**config.mk**
```make
export PLATFORM = sky130hd
export DESIGN_NAME = mem_port_arbiter
export DESIGN_NICKNAME = d
export VERILOG_FILES = /design/src/rtl/mem_port_arbiter_pkg.sv /design/src/rtl/arb_timeout_ctr.sv /design/src/rtl/mem_port_arbiter.sv
export SDC_FILE = /design/constraint.sdc
export NUM_CORES = 1
export LEC_CHECK = 0
export CAP_MARGIN = 20
export CORE_MARGIN = 2
export CORE_UTILIZATION = 45
export CTS_BUF_LIST = sky130_fd_sc_hd__clkbuf_16
export CTS_CLUSTER_SIZE = 24
export DETAILED_ROUTE_END_ITERATION = 8
export PLACE_DENSITY = 0.87
export SYNTH_ARGS = -nofsm -noshare
export SYNTH_HDL_FRONTEND = slang
export SYNTH_HIERARCHICAL = 1
export SYNTH_SLANG_ARGS = --single-unit
```
**constraint.sdc**
```tcl
create_clock -name clk -period 13.7 [get_ports clk]
set_clock_uncertainty 0.1 [all_clocks]
set_input_delay 2.74 -clock clk [delete_from_list [all_inputs] [get_ports clk]]
set_output_delay 2.74 -clock clk [all_outputs]
set_load 0.005 [all_outputs]
```
**src/rtl/mem_port_arbiter_pkg.sv**
```systemverilog
// mem_port_arbiter_pkg
// Shared definitions for the instruction/data memory port arbiter:
//   - arb_state_e : arbiter FSM states (IDLE=0, BUSY_I=1, BUSY_D=2, RESP=3)
//   - OWNER_*     : encodings driven on the debug owner output
//   - DEFAULT_*   : default values for the MAX_D_STREAK and TIMEOUT parameters
//   - PORT_*      : indices of the per-requester read-data registers
package mem_port_arbiter_pkg;

  typedef enum logic [1:0] {
    IDLE   = 2'd0,
    BUSY_I = 2'd1,
    BUSY_D = 2'd2,
    RESP   = 2'd3
  } arb_state_e;

  localparam logic [1:0] OWNER_NONE  = 2'b00;
  localparam logic [1:0] OWNER_FETCH = 2'b01;
  localparam logic [1:0] OWNER_DATA  = 2'b10;

  localparam int DEFAULT_MAX_D_STREAK = 3;
  localparam int DEFAULT_TIMEOUT      = 15;

  // Data-grant streak counter width; it saturates at all-ones.
  localparam int                  STREAK_W   = 3;
  localparam logic [STREAK_W-1:0] STREAK_MAX = '1;

  localparam int PORT_COUNT = 2;
  localparam int PORT_FETCH = 0;
  localparam int PORT_DATA  = 1;

endpackage

```
**src/rtl/arb_timeout_ctr.sv**
```systemverilog
// arb_timeout_ctr
// Loadable down-counter that bounds how long an access may wait for mem_ready.
// Ports:
//   clk, reset : clock and asynchronous active-high reset
//   load       : reload the counter with TIMEOUT (asserted on the grant edge)
//   dec        : count one waiting cycle (BUSY with mem_ready=0)
//   expire     : the current waiting cycle is the one whose edge takes the
//                count to zero, i.e. the access has waited TIMEOUT cycles
module arb_timeout_ctr
  import mem_port_arbiter_pkg::*;
#(
  parameter int TIMEOUT = DEFAULT_TIMEOUT
) (
  input  logic clk,
  input  logic reset,
  input  logic load,
  input  logic dec,
  output logic expire
);

  localparam int CW = $clog2(TIMEOUT + 1);

  logic [CW-1:0] count_reg;

  always_ff @(posedge clk or posedge reset) begin
    if (reset) begin
      count_reg <= '0;
    end else if (load) begin
      count_reg <= CW'(TIMEOUT);
    end else if (dec && (count_reg != '0)) begin
      count_reg <= count_reg - CW'(1);
    end
  end

  // Expiry is flagged combinationally in the cycle that decrements to zero so
  // the FSM leaves BUSY after exactly TIMEOUT waiting cycles, not TIMEOUT+1.
  assign expire = dec && (count_reg == CW'(1));

endmodule

```
**src/rtl/mem_port_arbiter.sv**
```systemverilog
// mem_port_arbiter
// Arbitrates one single-ported memory between an instruction-fetch requester
// and a data requester. Data normally wins, but after MAX_D_STREAK consecutive
// data grants with a fetch waiting, the fetch is forced through. Each access
// runs IDLE -> BUSY_x -> RESP -> IDLE; an access that sees no mem_ready for
// TIMEOUT cycles is completed with err=1 and zero read data.
// Ports:
//   clk, reset                  : clock, asynchronous active-high reset
//   i_req/i_addr/i_ack/i_rdata  : fetch request handshake and read data
//   d_req/d_we/d_addr/d_wdata   : data request, write enable, address, data
//   d_ack/d_rdata               : data completion pulse and load data
//   err                         : with an ack, 1 = access timed out
//   mem_en/mem_we               : memory request and write strobe
//   mem_addr/mem_wdata          : registered memory address and write data
//   mem_rdata/mem_ready         : memory read data and completion
//   owner                       : debug, 00 none / 01 fetch / 10 data
module mem_port_arbiter
  import mem_port_arbiter_pkg::*;
#(
  parameter int MAX_D_STREAK = DEFAULT_MAX_D_STREAK,
  parameter int TIMEOUT      = DEFAULT_TIMEOUT
) (
  input  logic        clk,
  input  logic        reset,
  input  logic        i_req,
  input  logic [31:0] i_addr,
  output logic        i_ack,
  output logic [31:0] i_rdata,
  input  logic        d_req,
  input  logic        d_we,
  input  logic [31:0] d_addr,
  input  logic [31:0] d_wdata,
  output logic        d_ack,
  output logic [31:0] d_rdata,
  output logic        err,
  output logic        mem_en,
  output logic        mem_we,
  output logic [31:0] mem_addr,
  output logic [31:0] mem_wdata,
  input  logic [31:0] mem_rdata,
  input  logic        mem_ready,
  output logic [1:0]  owner
);

  arb_state_e          state_reg;
  arb_state_e          state_next;
  logic [STREAK_W-1:0] streak_reg;
  logic                data_owner_reg;
  logic                we_reg;
  logic                err_reg;
  logic [31:0]         addr_reg;
  logic [31:0]         wdata_reg;
  logic [31:0]         rdata_reg [PORT_COUNT];

  logic                  busy;
  logic                  streak_full;
  logic                  grant;
  logic                  grant_data;
  logic                  access_done;
  logic                  timeout_expire;
  logic [PORT_COUNT-1:0] capture;

  assign busy        = (state_reg == BUSY_I) || (state_reg == BUSY_D);
  assign streak_full = (32'(streak_reg) == MAX_D_STREAK);
  // Data wins unless the streak is used up and a fetch is waiting.
  assign grant_data  = d_req && !(i_req && streak_full);
  assign grant       = (state_reg == IDLE) && (i_req || d_req);
  assign access_done = busy && (mem_ready || timeout_expire);

  arb_timeout_ctr #(
    .TIMEOUT(TIMEOUT)
  ) u_timeout (
    .clk   (clk),
    .reset (reset),
    .load  (grant),
    .dec   (busy && !mem_ready),
    .expire(timeout_expire)
  );

  // State register
  always_ff @(posedge clk or posedge reset) begin
    if (reset) begin
      state_reg <= IDLE;
    end else begin
      state_reg <= state_next;
    end
  end

  // Next-state logic
  always_comb begin
    state_next = state_reg;
    case (state_reg)
      IDLE: begin
        if (grant) begin
          state_next = grant_data ? BUSY_D : BUSY_I;
        end
      end
      BUSY_I, BUSY_D: begin
        if (mem_ready || timeout_expire) begin
          state_next = RESP;
        end
      end
      RESP:    state_next = IDLE;
      default: state_next = IDLE;
    endcase
  end

  // Output logic
  always_comb begin
    mem_en = 1'b0;
    mem_we = 1'b0;
    i_ack  = 1'b0;
    d_ack  = 1'b0;
    err    = 1'b0;
    owner  = OWNER_NONE;
    case (state_reg)
      BUSY_I: begin
        mem_en = 1'b1;
        owner  = OWNER_FETCH;
      end
      BUSY_D: begin
        mem_en = 1'b1;
        mem_we = we_reg;
        owner  = OWNER_DATA;
      end
      RESP: begin
        i_ack = !data_owner_reg;
        d_ack = data_owner_reg;
        err   = err_reg;
        owner = data_owner_reg ? OWNER_DATA : OWNER_FETCH;
      end
      default: ;
    endcase
  end

  // Grant-time capture of the winning request, plus the streak counter.
  always_ff @(posedge clk or posedge reset) begin
    if (reset) begin
      streak_reg     <= '0;
      data_owner_reg <= 1'b0;
      we_reg         <= 1'b0;
      addr_reg       <= '0;
      wdata_reg      <= '0;
      err_reg        <= 1'b0;
    end else begin
      if (grant) begin
        data_owner_reg <= grant_data;
        addr_reg       <= grant_data ? d_addr : i_addr;
        wdata_reg      <= grant_data ? d_wdata : '0;
        we_reg         <= grant_data && d_we;
        // Only a data grant that bypassed a waiting fetch extends the streak.
        if (grant_data && i_req) begin
          streak_reg <= (streak_reg == STREAK_MAX) ? streak_reg
                                                   : streak_reg + STREAK_W'(1);
        end else begin
          streak_reg <= '0;
        end
      end
      if (access_done) begin
        err_reg <= !mem_ready;
      end
    end
  end

  // One read-data register per requester; only the owner's is written.
  genvar gi;
  generate
    for (gi = 0; gi < PORT_COUNT; gi++) begin : g_capture
      assign capture[gi] = access_done && (data_owner_reg == (gi == PORT_DATA));
    end
  endgenerate

  always_ff @(posedge clk or posedge reset) begin
    if (reset) begin
      for (int p = 0; p < PORT_COUNT; p++) begin
        rdata_reg[p] <= '0;
      end
    end else begin
      for (int p = 0; p < PORT_COUNT; p++) begin
        if (capture[p]) begin
          rdata_reg[p] <= mem_ready ? mem_rdata : '0;
        end
      end
    end
  end

  assign mem_addr  = addr_reg;
  assign mem_wdata = wdata_reg;
  assign i_rdata   = rdata_reg[PORT_FETCH];
  assign d_rdata   = rdata_reg[PORT_DATA];

endmodule

```
Word level (Yosys, flattened, before mapping)
Cells that the tools add are included.
{"block": "word_totals", "wordCells": 63, "input_bits": 134, "regBits": 140}
{"block": "classes", "add_sub_neg": 2, "eq_ne": 9, "n_reduce_logical": 23, "bitwise": 1, "n_mux": 18}
{"op": "2-to-1 mux 32 bit", "n": 3}
{"op": "one-hot mux 2 bit (3 select lines)", "n": 2}
{"op": "logical AND 1 bit", "n": 11}
{"op": "2-to-1 mux 2 bit", "n": 4}
{"op": "2-to-1 mux 4 bit", "n": 2}
{"op": "2-to-1 mux 3 bit", "n": 2}
{"op": "2-to-1 mux 1 bit", "n": 5}
{"op": "equality test 2 bit, second input constant", "n": 2}
{"op": "equality test 4 x 1 -> 1 bit, second input constant", "n": 1}
{"op": "!= test 2 bit, second input constant", "n": 2}
{"op": "AND reduction 2 bit", "n": 2}
{"op": "nonzero test 4 bit", "n": 1}
{"op": "subtractor 4 x 1 -> 4 bit, second input constant", "n": 1}
{"op": "adder 3 x 1 -> 3 bit, second input constant", "n": 1}
{"op": "equality test 3 x 2 -> 1 bit, second input constant", "n": 1}
{"op": "equality test 3 bit, second input constant", "n": 1}
{"op": "zero test 1 bit", "n": 3}
{"op": "logical OR 1 bit", "n": 3}
{"op": "equality test 2 x 1 -> 1 bit, second input constant", "n": 1}
{"op": "zero test 2 bit", "n": 1}
{"op": "!= test 2 x 1 -> 1 bit, second input constant", "n": 1}
{"op": "nonzero test 2 bit", "n": 1}
{"op": "OR reduction 2 bit", "n": 1}
{"op": "NOT 1 bit", "n": 1}

Logic depth before layout (Yosys ltp)
{"block": "depth", "depth_word": 7, "depth_mapped": 9, "mapped_depth_nobuf": 7}

By module
The synthesis kept the hierarchy.
{"module": "mem_port_arbiter", "seq_area_each_um2": 3403.3, "area_per_inst_um2": 5681.7, "cells_each": 523, "n_inst": 1}
{"module": "arb_timeout_ctr", "seq_area_each_um2": 100.1, "area_per_inst_um2": 246.5, "cells_each": 24, "n_inst": 1}

Least setup slack after synthesis
OpenSTA, ideal clock, no wires.
{"block": "synth_timing", "path_kind": "in2reg", "start": "input mem_ready", "end": "register rdata_reg, in the netlist d_rdata[2]", "slack_ns": 9.097, "setup_time_ns": 0.125, "t_required_ns": 13.475, "n_path_buf": 3, "arrival_ns": 4.378, "cell_stages": 7, "path_cell_list": "buf_2 > clkbuf_1 > nor2b_1 > and4bb_2 > o211ai_4 > buf_4 > mux2_2"}
{"block": "synth_via", "elab_chain_len": 6, "elab_cells_between_ends": 7}
{"item": "start, declared", "line_no": "mem_port_arbiter.sv:41", "source": "input logic mem_ready,"}
{"item": "zero test 1 bit", "line_no": "mem_port_arbiter.sv:76", "source": ".dec (busy && !mem_ready),"}
{"item": "logical AND 1 bit", "line_no": "mem_port_arbiter.sv:76"}
{"item": "logical AND 1 bit", "line_no": "arb_timeout_ctr.sv:37", "source": "assign expire = dec && (count_reg == CW'(1));"}
{"item": "named net timeout_expire", "line_no": "mem_port_arbiter.sv:60", "source": "logic timeout_expire;"}
{"item": "logical OR 1 bit", "line_no": "mem_port_arbiter.sv:68", "source": "assign access_done = busy && (mem_ready || timeout_expire);"}
{"item": "logical AND 1 bit", "line_no": "mem_port_arbiter.sv:68"}
{"item": "logical AND 1 bit", "line_no": "mem_port_arbiter.sv:169", "source": "assign capture[gi] = access_done && (data_owner_reg == (gi == PORT_DATA));"}
{"item": "end signal, assigned by index", "line_no": "mem_port_arbiter.sv:181", "source": "rdata_reg[p] <= mem_ready ? mem_rdata : '0;"}
{"item": "end, declared", "line_no": "mem_port_arbiter.sv:53", "source": "logic [31:0] rdata_reg [PORT_COUNT];"}
The timed path passes the listed nets, and every way through them passes these cells.
A chain may end at the register's enable or synchronous reset.

Worst setup path after layout
{"block": "layout_timing", "start": "input mem_ready", "end": "register rdata_reg, in the netlist i_rdata[7]"}
The elaborated chain is that of the path after synthesis.

==> impl_results.md <==
* Crit end category: flip-flop
* 1st-iter DRT viols at 471
* Total grt overflow at 0
* CTS resizes at 0
* Power density over cell area at 217 nW/um^2
* TritonCTS clock tree: yes
* Seq cells post-synth at 140
* Gate power share at 42.6%
* Syn-to-layout area delta at 56.8%
* Final Wtd Congestion at 0.850
* Detailed Place HPWL at 13100 um
* CTS Buf Count at 17
* Multi-input gate area at 2190 sq um
* Period utilisation layout at 38.2%
* Pleak at 4.00 nW
* Area share of the largest cell type after synthesis at 59.1%
* Hold path endpoint: streak_reg[0]$_DFFE_PP0P_
* Power Internal at 1.37 mW
* Crit path launch: mem_ready
* CTS clk-pin slew, worst paths at 0.06 ns
* Peak VDD IR at 167 uV
* DR DRC count at 0
* EDFF count, synth at 0
* DR vias/cell at 5.40
* Relative slew slack at 35.5%
* Unique masters post-synth at 37
* First-pass GRT wire length at 28900 um
* Asr flop ratio synth at 100%
* Area leader, netlist: dfrtp_1
* Starting Density at 46.6%
* FMAX at 0.191 GHz
* Multiplexer share of the synthesized area at 5.21%
* Vias in the first global route at 5543
* Crit path kind: input pin to flip-flop
* RSZ-0062 raised after global routing: false
* Initial antenna violation count at 0
* Routed Antenna Nets at 0
* Die Width at 119 um
* H-Tree Level Count at 4
* R2R Path Start: state_reg[0]$_DFFE_PP0P_
* Post-CTS Setup Repair Bufs at 0
* MaxCap Viol Count at 0
* Post-synthesis xor/xnor area fraction at 0%
* TritonRoute pass-1 iters at 5
* CP Max Fanout at 43
* Sw Share at 32.1%
* Post-Synth Simple-Gate Area at 10.4%
* Transition time of the tightest slew-check pin at 0.965 ns
* Clock buffer depth at 2
* Synth Instances at 547
* Antenna cells at 0
* Core Footprint at 12700 sq um
* Pwr Total at 2.02 mW
* Final Max Slew Viols at 0
* Avg WL per Cell at 18.3 um
* Avg Synthesized Cell Area at 10.8 sq um
* Adder-cell share of the synthesized area at 1.90%
* Row cnt at 41
* Largest net degree at the start of global routing at 75
* Synth Area in Compound Gates at 19.3%
* CP required at 13.90 ns
* Seq/Total Area, Yosys at 59.1%
* Clk Latency, worst-skew pair at 0.42 ns
* Hold Path Origin: streak_reg[0]$_DFFE_PP0P_
* Min-delay worst type: flip-flop to flip-flop
* CP arrival at 5.43 ns
* Sequential power share at 34.9%
* Final hold vios at 0
* DR vias at 5317
* Seq. cell area at 3500 sq um
* R2R Path End: i_rdata[7]$_DFFE_PP0P_
* Reg2reg setup slack at 10.52 ns
* Worst Setup Start Kind: input pin
* Clock power share at 22.5%
* Yosys warning count at 6
* Most common cell after layout, fill and taps aside: clkdlybuf4s50_1
* Ports at 269
* Tmin final at 5.23 ns
* Die Area at 14100 sq um
* Port bufs at 268
* Clock Sinks at 140
* FF-to-FF path depth at 7
* Root buf cell: clkbuf_16
* Top post-synthesis cells by area: dfrtp_1, a21oi_1, a22o_1, nand2_1, mux2_2
* Main combinational cell family by area after synthesis: compound AO/OA/AOI/OAI gates
* Most frequent cells in the layout: clkdlybuf4s50_1, dfrtp_1, nand2_1
* Psw at 647 uW
* Layout cells sized above 1 at 8.00%
* Status: completed
* Fill cell count at 900
* Hold Path Depth at 1
* Post-Syn Nets at 690
* Sum of negative setup slack at 0 ns
* Top FF cell, synth: dfrtp_1
* Gr usage total at 26.1%
* Setup-failing EPs final at 0
* Cell Area, Synth at 5930 sq um
* CTS Hold Bufs at 0
* Nets at 944
* Die Y at 119 um
* Total wire length at 18000 um
worst max-delay path by stage:
stage                                      to
finish                 i_rdata[7]$_DFFE_PP0P_
floorplan              d_rdata[0]$_DFFE_PP0P_
detailed placement  mem_wdata[27]$_DFFE_PP0P_
CTS                    i_rdata[7]$_DFFE_PP0P_
global placement    mem_wdata[18]$_DFFE_PP0P_
global route          i_rdata[10]$_DFFE_PP0P_
worst max-delay path, stage by stage:
cell,delay (ns)
clkdlybuf4s50_1,0.46
buf_4,0.36
nor2b_1,0.15
and4bb_2,0.32
o21ai_4,0.72
nor2_2,0.29
mux2_2,0.37
kinds of logic after synthesis:
kind of cell | count (synthesis)
AO/OA/AOI/OAI | 179
adder cells (fa/ha/maj) | 9
buffers and inverters | 48
flip-flops | 140
multiplexers | 28
AND/OR/NAND/NOR | 143
cells in the mapped netlist (4+ instances only):
| cell | n |
|---|---|
| dfrtp_1 | 140 |
| buf_2 | 17 |
| nor2_1 | 39 |
| nand2_1 | 79 |
| and2_1 | 15 |
| a21oi_1 | 68 |
| clkbuf_1 | 15 |
| a22o_1 | 34 |
| buf_6 | 4 |
| ha_1 | 9 |
| o21ai_0 | 45 |
| o31ai_1 | 21 |
| mux2_2 | 20 |
| inv_1 | 8 |
| mux2i_1 | 5 |
per-stage QoR:
step                instances  instance area, sq um  setup slack (ns)  util (%)  hold WS, ns
floorplan                 547                  5930              7.22         -        0.357
global placement          952                  8660              8.21      68.1        0.362
global route              985                  9300              8.29      73.1        0.404
CTS                       984                  9270              8.49      72.9        0.384
detailed placement        953                  8690              8.07      68.3        0.371
finish                    985                  9300              8.47      73.1        0.384
area by class of cell:
class / count / share of cell area (%)
clock buffers: 17 / 4.58
clock inverters: 14 / 1.64
inverters: 8 / 0.377
multi-input cells: 359 / 23.6
flip-flops and latches: 140 / 37.7
well taps: 172 / 2.31
repair buffers: 275 / 29.9
layer usage:
metal	up-vias	global-route usage, %	wire [um]
li1	2412	-	-
met1	2560	29.0	6650
met2	304	45.7	9180
met3	41	8.54	1600
met4	0	11.3	569
met5	-	0	0
power groups by stage:
stage | combinational [mW] | sequential [mW] | clock, mW
after floorplan | 0.369 | 0.700 | 0
after detailed placement | 0.854 | 0.706 | 0
final | 0.859 | 0.703 | 0.455
after global routing | 0.937 | 0.723 | 0.481
after CTS | 0.861 | 0.702 | 0.460
after global placement | 0.807 | 0.695 | 0
Note: power is estimated with default switching activity, not from simulation.
